$ cat src/rtl/uart_pkg.sv
// Shared UART definitions: receiver/transmitter state encoding and frame constants.
package uart_pkg;

    localparam int unsigned DATA_BITS  = 8;
    localparam logic        IDLE_LEVEL = 1'b1;

    typedef enum logic [2:0] {
        IDLE,
        START,
        DATA,
        PARITY,
        STOP,
        WAIT_HIGH
    } uart_state_e;

endpackage

$ cat src/rtl/uart_sync2.sv
// Two-flop synchronizer for the asynchronous serial line; resets to the idle level.
module uart_sync2
    import uart_pkg::*;
(
    input  logic i_clk,
    input  logic i_rst,
    input  logic async_i,
    output logic sync_o
);

    logic meta_q;
    logic sync_q;

    always_ff @(posedge i_clk) begin
        if (i_rst) begin
            meta_q <= IDLE_LEVEL;
            sync_q <= IDLE_LEVEL;
        end else begin
            meta_q <= async_i;
            sync_q <= meta_q;
        end
    end

    assign sync_o = sync_q;

endmodule

$ cat src/rtl/uart_rx.sv
// UART receiver, 8N1 with ready/valid output and error pulses.
// Define UART_RX_PARITY_EN to add one even-parity bit after bit 7.
module uart_rx
    import uart_pkg::*;
#(
    parameter int unsigned CLKS_PER_BIT = 868
) (
    input  logic                 i_clk,
    input  logic                 i_rst,
    input  logic                 i_uart_rx,
    input  logic                 i_ready,
    output logic [DATA_BITS-1:0] o_data,
    output logic                 o_valid,
    output logic                 o_frame_err,
    output logic                 o_overrun,
    output logic                 o_parity_err
);

    localparam logic [15:0] HALF_LOAD = 16'(CLKS_PER_BIT / 2 - 1);
    localparam logic [15:0] FULL_LOAD = 16'(CLKS_PER_BIT - 1);
    localparam logic [2:0]  LAST_IDX  = 3'(DATA_BITS - 1);

    uart_state_e          state_q, state_d;
    logic                 rx_s;
    logic [1:0]           flush_q;
    logic                 line_hi_q;
    logic [15:0]          cnt_q;
    logic [2:0]           idx_q;
    logic [DATA_BITS-1:0] shift_q;
    logic [DATA_BITS-1:0] data_q;
    logic                 valid_q, ferr_q, ovr_q;
    logic                 tick, start_edge, byte_done;
    logic                 load_half, load_full, shift_en, stop_en;
`ifdef UART_RX_PARITY_EN
    logic                 par_en, par_bad_q, perr_q;
`endif

    uart_sync2 u_sync (
        .i_clk  (i_clk),
        .i_rst  (i_rst),
        .async_i(i_uart_rx),
        .sync_o (rx_s)
    );

    // line_hi_q only tracks real samples once the synchronizer has flushed its
    // reset value, so a line held low through reset is never seen as a start edge.
    always_ff @(posedge i_clk) begin
        if (i_rst) begin
            flush_q   <= '0;
            line_hi_q <= 1'b0;
        end else begin
            flush_q <= {flush_q[0], 1'b1};
            if (flush_q[1]) line_hi_q <= rx_s;
        end
    end

    assign tick       = (cnt_q == '0);
    assign start_edge = line_hi_q & ~rx_s;

    always_ff @(posedge i_clk) begin
        if (i_rst) state_q <= IDLE;
        else       state_q <= state_d;
    end

    always_comb begin
        state_d = state_q;
        unique case (state_q)
            IDLE:      if (start_edge) state_d = START;
            START:     if (tick) state_d = rx_s ? IDLE : DATA;
`ifdef UART_RX_PARITY_EN
            DATA:      if (tick && idx_q == LAST_IDX) state_d = PARITY;
            PARITY:    if (tick) state_d = STOP;
`else
            DATA:      if (tick && idx_q == LAST_IDX) state_d = STOP;
`endif
            STOP:      if (tick) state_d = rx_s ? IDLE : WAIT_HIGH;
            WAIT_HIGH: if (rx_s == IDLE_LEVEL) state_d = IDLE;
            default:   state_d = IDLE;
        endcase
    end

    always_comb begin
        load_half = 1'b0;
        load_full = 1'b0;
        shift_en  = 1'b0;
        stop_en   = 1'b0;
`ifdef UART_RX_PARITY_EN
        par_en    = 1'b0;
`endif
        unique case (state_q)
            IDLE:  load_half = start_edge;
            START: load_full = tick;
            DATA: begin
                load_full = tick;
                shift_en  = tick;
            end
`ifdef UART_RX_PARITY_EN
            PARITY: begin
                load_full = tick;
                par_en    = tick;
            end
`endif
            STOP:    stop_en = tick;
            default: ;
        endcase
    end

`ifdef UART_RX_PARITY_EN
    assign byte_done = stop_en & rx_s & ~par_bad_q;
`else
    assign byte_done = stop_en & rx_s;
`endif

    always_ff @(posedge i_clk) begin
        if (i_rst) begin
            cnt_q   <= '0;
            idx_q   <= '0;
            shift_q <= '0;
        end else begin
            if (load_half)      cnt_q <= HALF_LOAD;
            else if (load_full) cnt_q <= FULL_LOAD;
            else if (!tick)     cnt_q <= cnt_q - 16'd1;

            if (load_half)     idx_q <= '0;
            else if (shift_en) idx_q <= idx_q + 3'd1;

            if (shift_en) shift_q <= {rx_s, shift_q[DATA_BITS-1:1]};
        end
    end

`ifdef UART_RX_PARITY_EN
    always_ff @(posedge i_clk) begin
        if (i_rst) begin
            par_bad_q <= 1'b0;
            perr_q    <= 1'b0;
        end else begin
            if (load_half)   par_bad_q <= 1'b0;
            else if (par_en) par_bad_q <= (^shift_q) ^ rx_s;
            perr_q <= stop_en & par_bad_q;
        end
    end
    assign o_parity_err = perr_q;
`else
    assign o_parity_err = 1'b0;
`endif

    // A byte completing during a handshake replaces the consumed one; otherwise
    // a pending byte wins and the new one is dropped with an overrun pulse.
    always_ff @(posedge i_clk) begin
        if (i_rst) begin
            data_q  <= '0;
            valid_q <= 1'b0;
            ferr_q  <= 1'b0;
            ovr_q   <= 1'b0;
        end else begin
            ferr_q <= stop_en & ~rx_s;
            ovr_q  <= byte_done & valid_q & ~i_ready;
            if (byte_done && (!valid_q || i_ready)) begin
                data_q  <= shift_q;
                valid_q <= 1'b1;
            end else if (valid_q && i_ready) begin
                valid_q <= 1'b0;
            end
        end
    end

    assign o_data      = data_q;
    assign o_valid     = valid_q;
    assign o_frame_err = ferr_q;
    assign o_overrun   = ovr_q;

endmodule
$ cat config.mk
export PLATFORM = sky130hd
export DESIGN_NAME = uart_rx
export DESIGN_NICKNAME = d
export VERILOG_FILES = /design/src/rtl/uart_pkg.sv /design/src/rtl/uart_sync2.sv /design/src/rtl/uart_rx.sv
export SDC_FILE = /design/constraint.sdc
export NUM_CORES = 1
export LEC_CHECK = 0
export ABC_CLOCK_PERIOD_IN_PS = 2740
export CAP_MARGIN = 20
export CORE_AREA = 2 2 81 83
export CTS_CLUSTER_DIAMETER = 150
export CTS_CLUSTER_SIZE = 12
export DETAILED_ROUTE_END_ITERATION = 16
export DIE_AREA = 0 0 83 85
export DONT_BUFFER_PORTS = 1
export HOLD_SLACK_MARGIN = 0.03
export PLACE_DENSITY = 0.53
export SETUP_SLACK_MARGIN = 0.2
export SYNTH_ARGS = -nofsm -noshare
export SYNTH_HDL_FRONTEND = slang
export SYNTH_SLANG_ARGS = --single-unit
$ cat constraint.sdc
create_clock -name i_clk -period 2.74 [get_ports i_clk]
set_input_delay 0.274 -clock i_clk [delete_from_list [all_inputs] [get_ports i_clk]]
set_output_delay 0.274 -clock i_clk [all_outputs]
set_load 0.02 [all_outputs]
==> impl_metrics.yaml, run 1 <==
routing:
  vias_per_cell: 5.786
  dr.pass1.iters: 4
  vias: 1921
  drc: 0
  wl_per_cell_um: 15.18
  drt-total-wl_um: 5041
  drtIter0Drc: 113
  ant_nets: 0
floorplan:
  start_util: 0.3589
  num_rows: 29
  die-width_um: 83
  core_mm2: 0.006205
  fp.dieArea_mm2: 0.007055
  ios: 16
  die_h_um: 85
sta:
  hold_viol_final: 0
  worst_pin_slew_ns: 0.8031
  fmax_mhz: 453.1
  fin_setup_tns_ns: 0
  slew_violations: 0
  period_needed_ns: 2.207
  clock-skew-final_ns: 0.01469
  rsz0062_at_grt: "false"
  relSlewSlack: 0.4629
  fin_crit_sh: 0.8054
  setup_viol: 0
worst_setup_path:
  cp.arrival_ns: 2.38
  critPathCaptureType: "flip-flop"
  crit_required_ns: 2.92
  start_kind: "flip-flop"
  r2r_slack_ns: 0.53
  crit_slowest_cell: "and4_1"
  crit_path_cell_trace: "nor4_2, and4_1, a21o_1, a21oi_1"
  critPathMaxFanout: 18
  cp_slowest_stage_delay_ns: 0.66
  crit_type: "flip-flop to flip-flop"
logic_synthesis:
  yosys_warnings: 0
  synth_area_leader_cell: "dfxtp_1"
  ys_async_sr_fraction: 0
  synth_edf_count: 0
  netlist_area_mm2: 0.002227
  synth.net_count: 268
  synthTopCellsByArea: "dfxtp_1 41%, a21oi_1 7.0%, o31ai_1 4.7%"
  synth.distinct_cells: 49
  synth_top_cell_area_share: 0.4135
  ys.flop_type: "dfxtp_1"
  yosysSeqAreaShare: 0.4135
  ys_seq_elements: 46
  avgSynthCellArea_um2: 8.566
  syn_inst: 260
clock_network:
  cts_tree: "done"
  cts_setup_buffers: 0
  cts.sinks: 46
  clock_path_buffers: 2
  clk_latency_ns: 0.31
  cts.htree.levels: 2
  cts.clk_slew.worst_paths_ns: 0.08
  numCtsBuffers: 5
  cts_root_buffer: "clkbuf_8"
global_route:
  grt_use_total: 0.1462
  grt_pass1_wl_um: 8638
  grt_max_degree: 22
  grt_remaining_overflow: 0
  grt_pass1_vias: 1766
  antenna_found_initial: 0
final_layout:
  stdcell_count: 332
  diodes: 0
  area_growth_pct: 7.584
  mostFrequentLayoutCells: "46 x dfxtp_1, 31 x a21oi_1, 15 x nand3_1"
  fin_area_mm2: 0.002396
  final_common_cell: "dfxtp_1"
  drive_gt1_frac: 0.1020
  final_nets: 262
  fin_util: 0.3862
worst_hold_path:
  worst_hold_path_type: "primary input to flip-flop"
placement:
  placed_cells: 321
  routabilityCongestion: 0.8029
  placed_area_mm2: 0.002272
  dp_hpwl_um: 3300
  port_buffers: 0
outcome:
  outcome: "complete, no violations"
power:
  leakagePower_nw: 0.7986
  pwr_density_cell_mw_per_mm2: 1127
  ir_drop_uv: 363.9
flow_run:
  cap_violations: 0
worst max-delay path: cells and delay by family, from the launching register on:
family | cells | cell delay [ns]
AOI/OAI and AO/OA | 2 | 0.46
DFF | 1 | 0.38
and+or+nand+nor | 2 | 1.24
routing by layer:
| metal | track usage | share of wire | up-vias | wire, um |
|---|---|---|---|---|
| li1 | - | - | 977 | - |
| met1 | 0.2129 | 0.52 | 897 | 2602 |
| met2 | 0.2177 | 0.43 | 42 | 2171 |
| met3 | 0.03307 | 0.044 | 5 | 224 |
| met4 | 0.04024 | 0.0083 | 0 | 42 |
| met5 | 0 | 0 | - | 0 |
cells by family (layout without fill, tap and decap cells):
logic type / count (synthesis) / in the layout / synth area share
DFF: 46 / 46 / 0.4135
xor gates and xnor gates: 2 / 2 / 0.007867
AOI/OAI and AO/OA: 81 / 81 / 0.2281
other: 1 / 1 / 0.001684
adders and majority gates: 4 / 4 / 0.02247
and+or+nand+nor: 98 / 98 / 0.2657
muxes: 3 / 3 / 0.01461
buffers and inverters: 25 / 20 / 0.04607
sequential cells by signal, indices dropped and copies added, names as in the netlist:
register       count
cnt_q             16
shift_q            8
idx_q              3
o_data             8
flush_q            2
u_sync.sync_o      1
state_q            3
line_hi_q          1
o_overrun          1
u_sync.meta_q      1
o_frame_err        1
o_valid            1
through the flow:
stage               power, W  setup WS [ns]  hold slack, ns
floorplan           0.001973         0.8283          0.3460
global placement    0.002255         0.5809          0.3506
detailed placement  0.002254         0.5281          0.3517
CTS                 0.002711         0.5154         0.03078
global route        0.002939         0.3270         0.04968
finish              0.002699         0.5332         0.06621
area by class of cell:
type | instances | area, um^2
repair buffers | 6 | 52.55
flip-flops and latches | 46 | 920.9
multi-input cells | 189 | 1210
fillers | 653 | 3809
inverters | 6 | 22.52
clock buffers | 5 | 68.82
clock inverters | 3 | 25.02
well taps | 77 | 96.34
cell usage after synthesis (4+ instances only):
cell type and instances:
a211oi_1 4, a21oi_1 31, a31oi_1 4, buf_2 4
clkbuf_1 12, dfxtp_1 46, ha_1 4, inv_1 6
nand2_1 8, nand2b_1 4, nand3_1 15, nand4_1 9
nor2_1 10, nor2b_1 5, nor3_1 7, nor4_1 4
o21ai_0 13, o31ai_1 14, or2_2 4, or3_1 7
or4_1 7
power breakdown:
group          leakage (nW)  switching, W  internal (W)  total, W
Sequential            0.375      0.000196      0.000793  0.000989
Combinational         0.379      0.000779      0.000491   0.00127
Clock                0.0447      0.000256      0.000185  0.000440
Total                 0.799       0.00123       0.00147   0.00270
worst paths after layout:
check | start | endpoint | depth (start not counted)
max reg2reg | cnt_q[6] | cnt_q[2] | 4
min reg2reg | u_sync.meta_q | u_sync.sync_o | 1
max | cnt_q[6] | cnt_q[2] | 4
min | i_rst | state_q[1] | 1
timing repair:
item,CTS,global route
resized for setup,0,0
hold buffers,2,1
endpoints found under the hold margin,21,2
Note: power is estimated with default switching activity, not from simulation.
==> run 2, diff against run 1 <==
- ABC_CLOCK_PERIOD_IN_PS: 2740 -> 1800
- PLACE_DENSITY: 0.53 -> 0.55
- clock period: 2.74 -> 1.8 ns (I/O delays scaled with it)
==> run 2 against run 1 <==
Compared with the run above: the flow now finishes with violations (negative setup slack); setup slack got worse by 0.58 ns; clock-buffer cell count is the same; sequential cell count stayed put; critical path type unchanged.
==> impl_metrics.yaml, run 2 (synthesized netlist as in run 1, its figures left out) <==
placement:
  placed_area_mm2: 0.002666
  placed_cells: 364
  routabilityCongestion: 0.8169
  port_buffers: 0
  dp_hpwl_um: 3979
sta:
  rsz0062_at_grt: "true"
  clock-skew-final_ns: 0.007090
  fin_crit_sh: 1.027
  fmax_mhz: 540.7
  slew_violations: 0
  period_needed_ns: 1.849
  fin_setup_tns_ns: -0.06809
  hold_viol_final: 0
  setup_viol: 4
  fin_ws_ns: -0.04944
final_layout:
  final_nets: 322
  drive_gt1_frac: 0.4508
  regMostFlops: "cnt_q"
  largest_register_ffs: 16
  final_common_cell: "buf_4"
  mostFrequentLayoutCells: "47 x buf_4, 36 x dfxtp_1, 23 x a21oi_1"
  n_fill_cell: 549
  fin_area_mm2: 0.003341
  diodes: 0
  stdcell_count: 392
  area_growth_pct: 50.00
power:
  ir_drop_uv: 1107
  pwr_density_cell_mw_per_mm2: 1959
  leakagePower_nw: 1.193
floorplan:
  die-width_um: 83
  ios: 16
  core_mm2: 0.006205
  num_rows: 29
  start_util: 0.3589
  die_h_um: 85
  fp.dieArea_mm2: 0.007055
global_route:
  grt_pass1_wl_um: 10100
  grt_pass1_vias: 2119
  grt_max_degree: 29
  antenna_found_initial: 0
  grt_use_total: 0.1719
  grt_remaining_overflow: 0
worst_setup_path:
  cp_slowest_stage_delay_ns: 0.55
  crit_type: "flip-flop to flip-flop"
  critPathCaptureType: "flip-flop"
  cp.arrival_ns: 2.09
  start_kind: "flip-flop"
  crit_path_cell_trace: "or4_4, or3_4, or4_4, a21oi_2"
  crit_slowest_cell: "or4_4"
  crit_required_ns: 2.04
  crit_top_cell: "or4_4"
  critPathMaxFanout: 3
routing:
  dr.pass1.iters: 4
  vias_per_cell: 5.605
  ant_nets: 0
  drt-total-wl_um: 6108
  drc: 0
  drtIter0Drc: 72
  vias: 2197
  wl_per_cell_um: 15.58
worst_hold_path:
  worst_hold_path_type: "primary input to flip-flop"
outcome:
  outcome: "complete, but fails checks"
  violations: "negative setup slack"
flow_run:
  cap_violations: 0
clock_network:
  cts_tree: "done"
  cts_root_buffer: "clkbuf_8"
  numCtsBuffers: 5
  cts.sinks: 46
  clk_latency_ns: 0.30
  cts.clk_slew.worst_paths_ns: 0.09
  clock_path_buffers: 2
  cts.htree.levels: 2
-- run 2: final timing paths --
check / startpoint / end / slack (ns) / cells after the start
setup reg to reg: cnt_q[9] / cnt_q[13] / -0.05 / 4
hold / removal: i_rst / cnt_q[8] / 0.08 / 2
setup / recovery: cnt_q[9] / cnt_q[13] / -0.05 / 4
hold reg to reg: u_sync.meta_q / u_sync.sync_o / 0.44 / 1
-- run 2: layer usage --
layer,part of all wire,global-route usage
met5,0,0
met4,0.0065,0.04173
met3,0.041,0.03113
met2,0.48,0.2830
met1,0.47,0.2353
-- run 2: cell type report --
| class | count | area (um^2) | share of cell area |
|---|---|---|---|
| multi-input combinational | 189 | 1575 | 0.4715 |
| sequential | 46 | 938.4 | 0.2809 |
| timing repair buffer | 66 | 613.1 | 0.1835 |
| tap | 77 | 96.34 | 0.02884 |
| clock buffer | 5 | 68.82 | 0.02060 |
| inverter | 6 | 25.02 | 0.007491 |
| clock inverter | 3 | 23.77 | 0.007116 |
-- run 2: through the flow --
step | hold slack (ns) | setup slack [ns] | total power [W] | utilization
6_report | 0.08258 | -0.04944 | 0.006543 | 0.5384
5_1_grt | 0.09029 | -0.09721 | 0.006973 | 0.5384
4_1_cts | 0.08554 | -0.03787 | 0.005743 | 0.4832
3_5_place_dp | 0.2564 | -0.04319 | 0.004481 | 0.4297
3_3_place_gp | 0.2541 | -0.01568 | 0.004454 | 0.4297
2_1_floorplan | 0.2520 | -0.0001860 | 0.003244 | -
-- run 2: worst max-delay path: cells and delay by family, from the launching register on --
family             cells  cell delay [ns]
AOI/OAI and AO/OA      1             0.11
DFF                    1             0.36
and+or+nand+nor        3             1.32
-- run 2: timing repair --
| item | in CTS | in global routing |
|---|---|---|
| endpoints found under the setup margin | 40 | 40 |
| pin swaps | 9 | 19 |
| hold endpoints to repair | 30 | 0 |
| hold buffers | 4 | 0 |
| gates resized for setup | 33 | 50 |
| buffers inserted | 4 | 11 |
-- run 2: where the power goes --
group	leakage [nW]	switching, W	internal (W)	total [W]
sequential	0.379	0.000298	0.00124	0.00153
combinational	0.773	0.00200	0.00235	0.00435
clock	0.0408	0.000379	0.000278	0.000657
==> run 3, diff against run 2 <==
- CTS_CLUSTER_DIAMETER: 150 -> 60
==> results of run 3 <==
No change in the layout: final DEF, timing and power equal those of run 2.
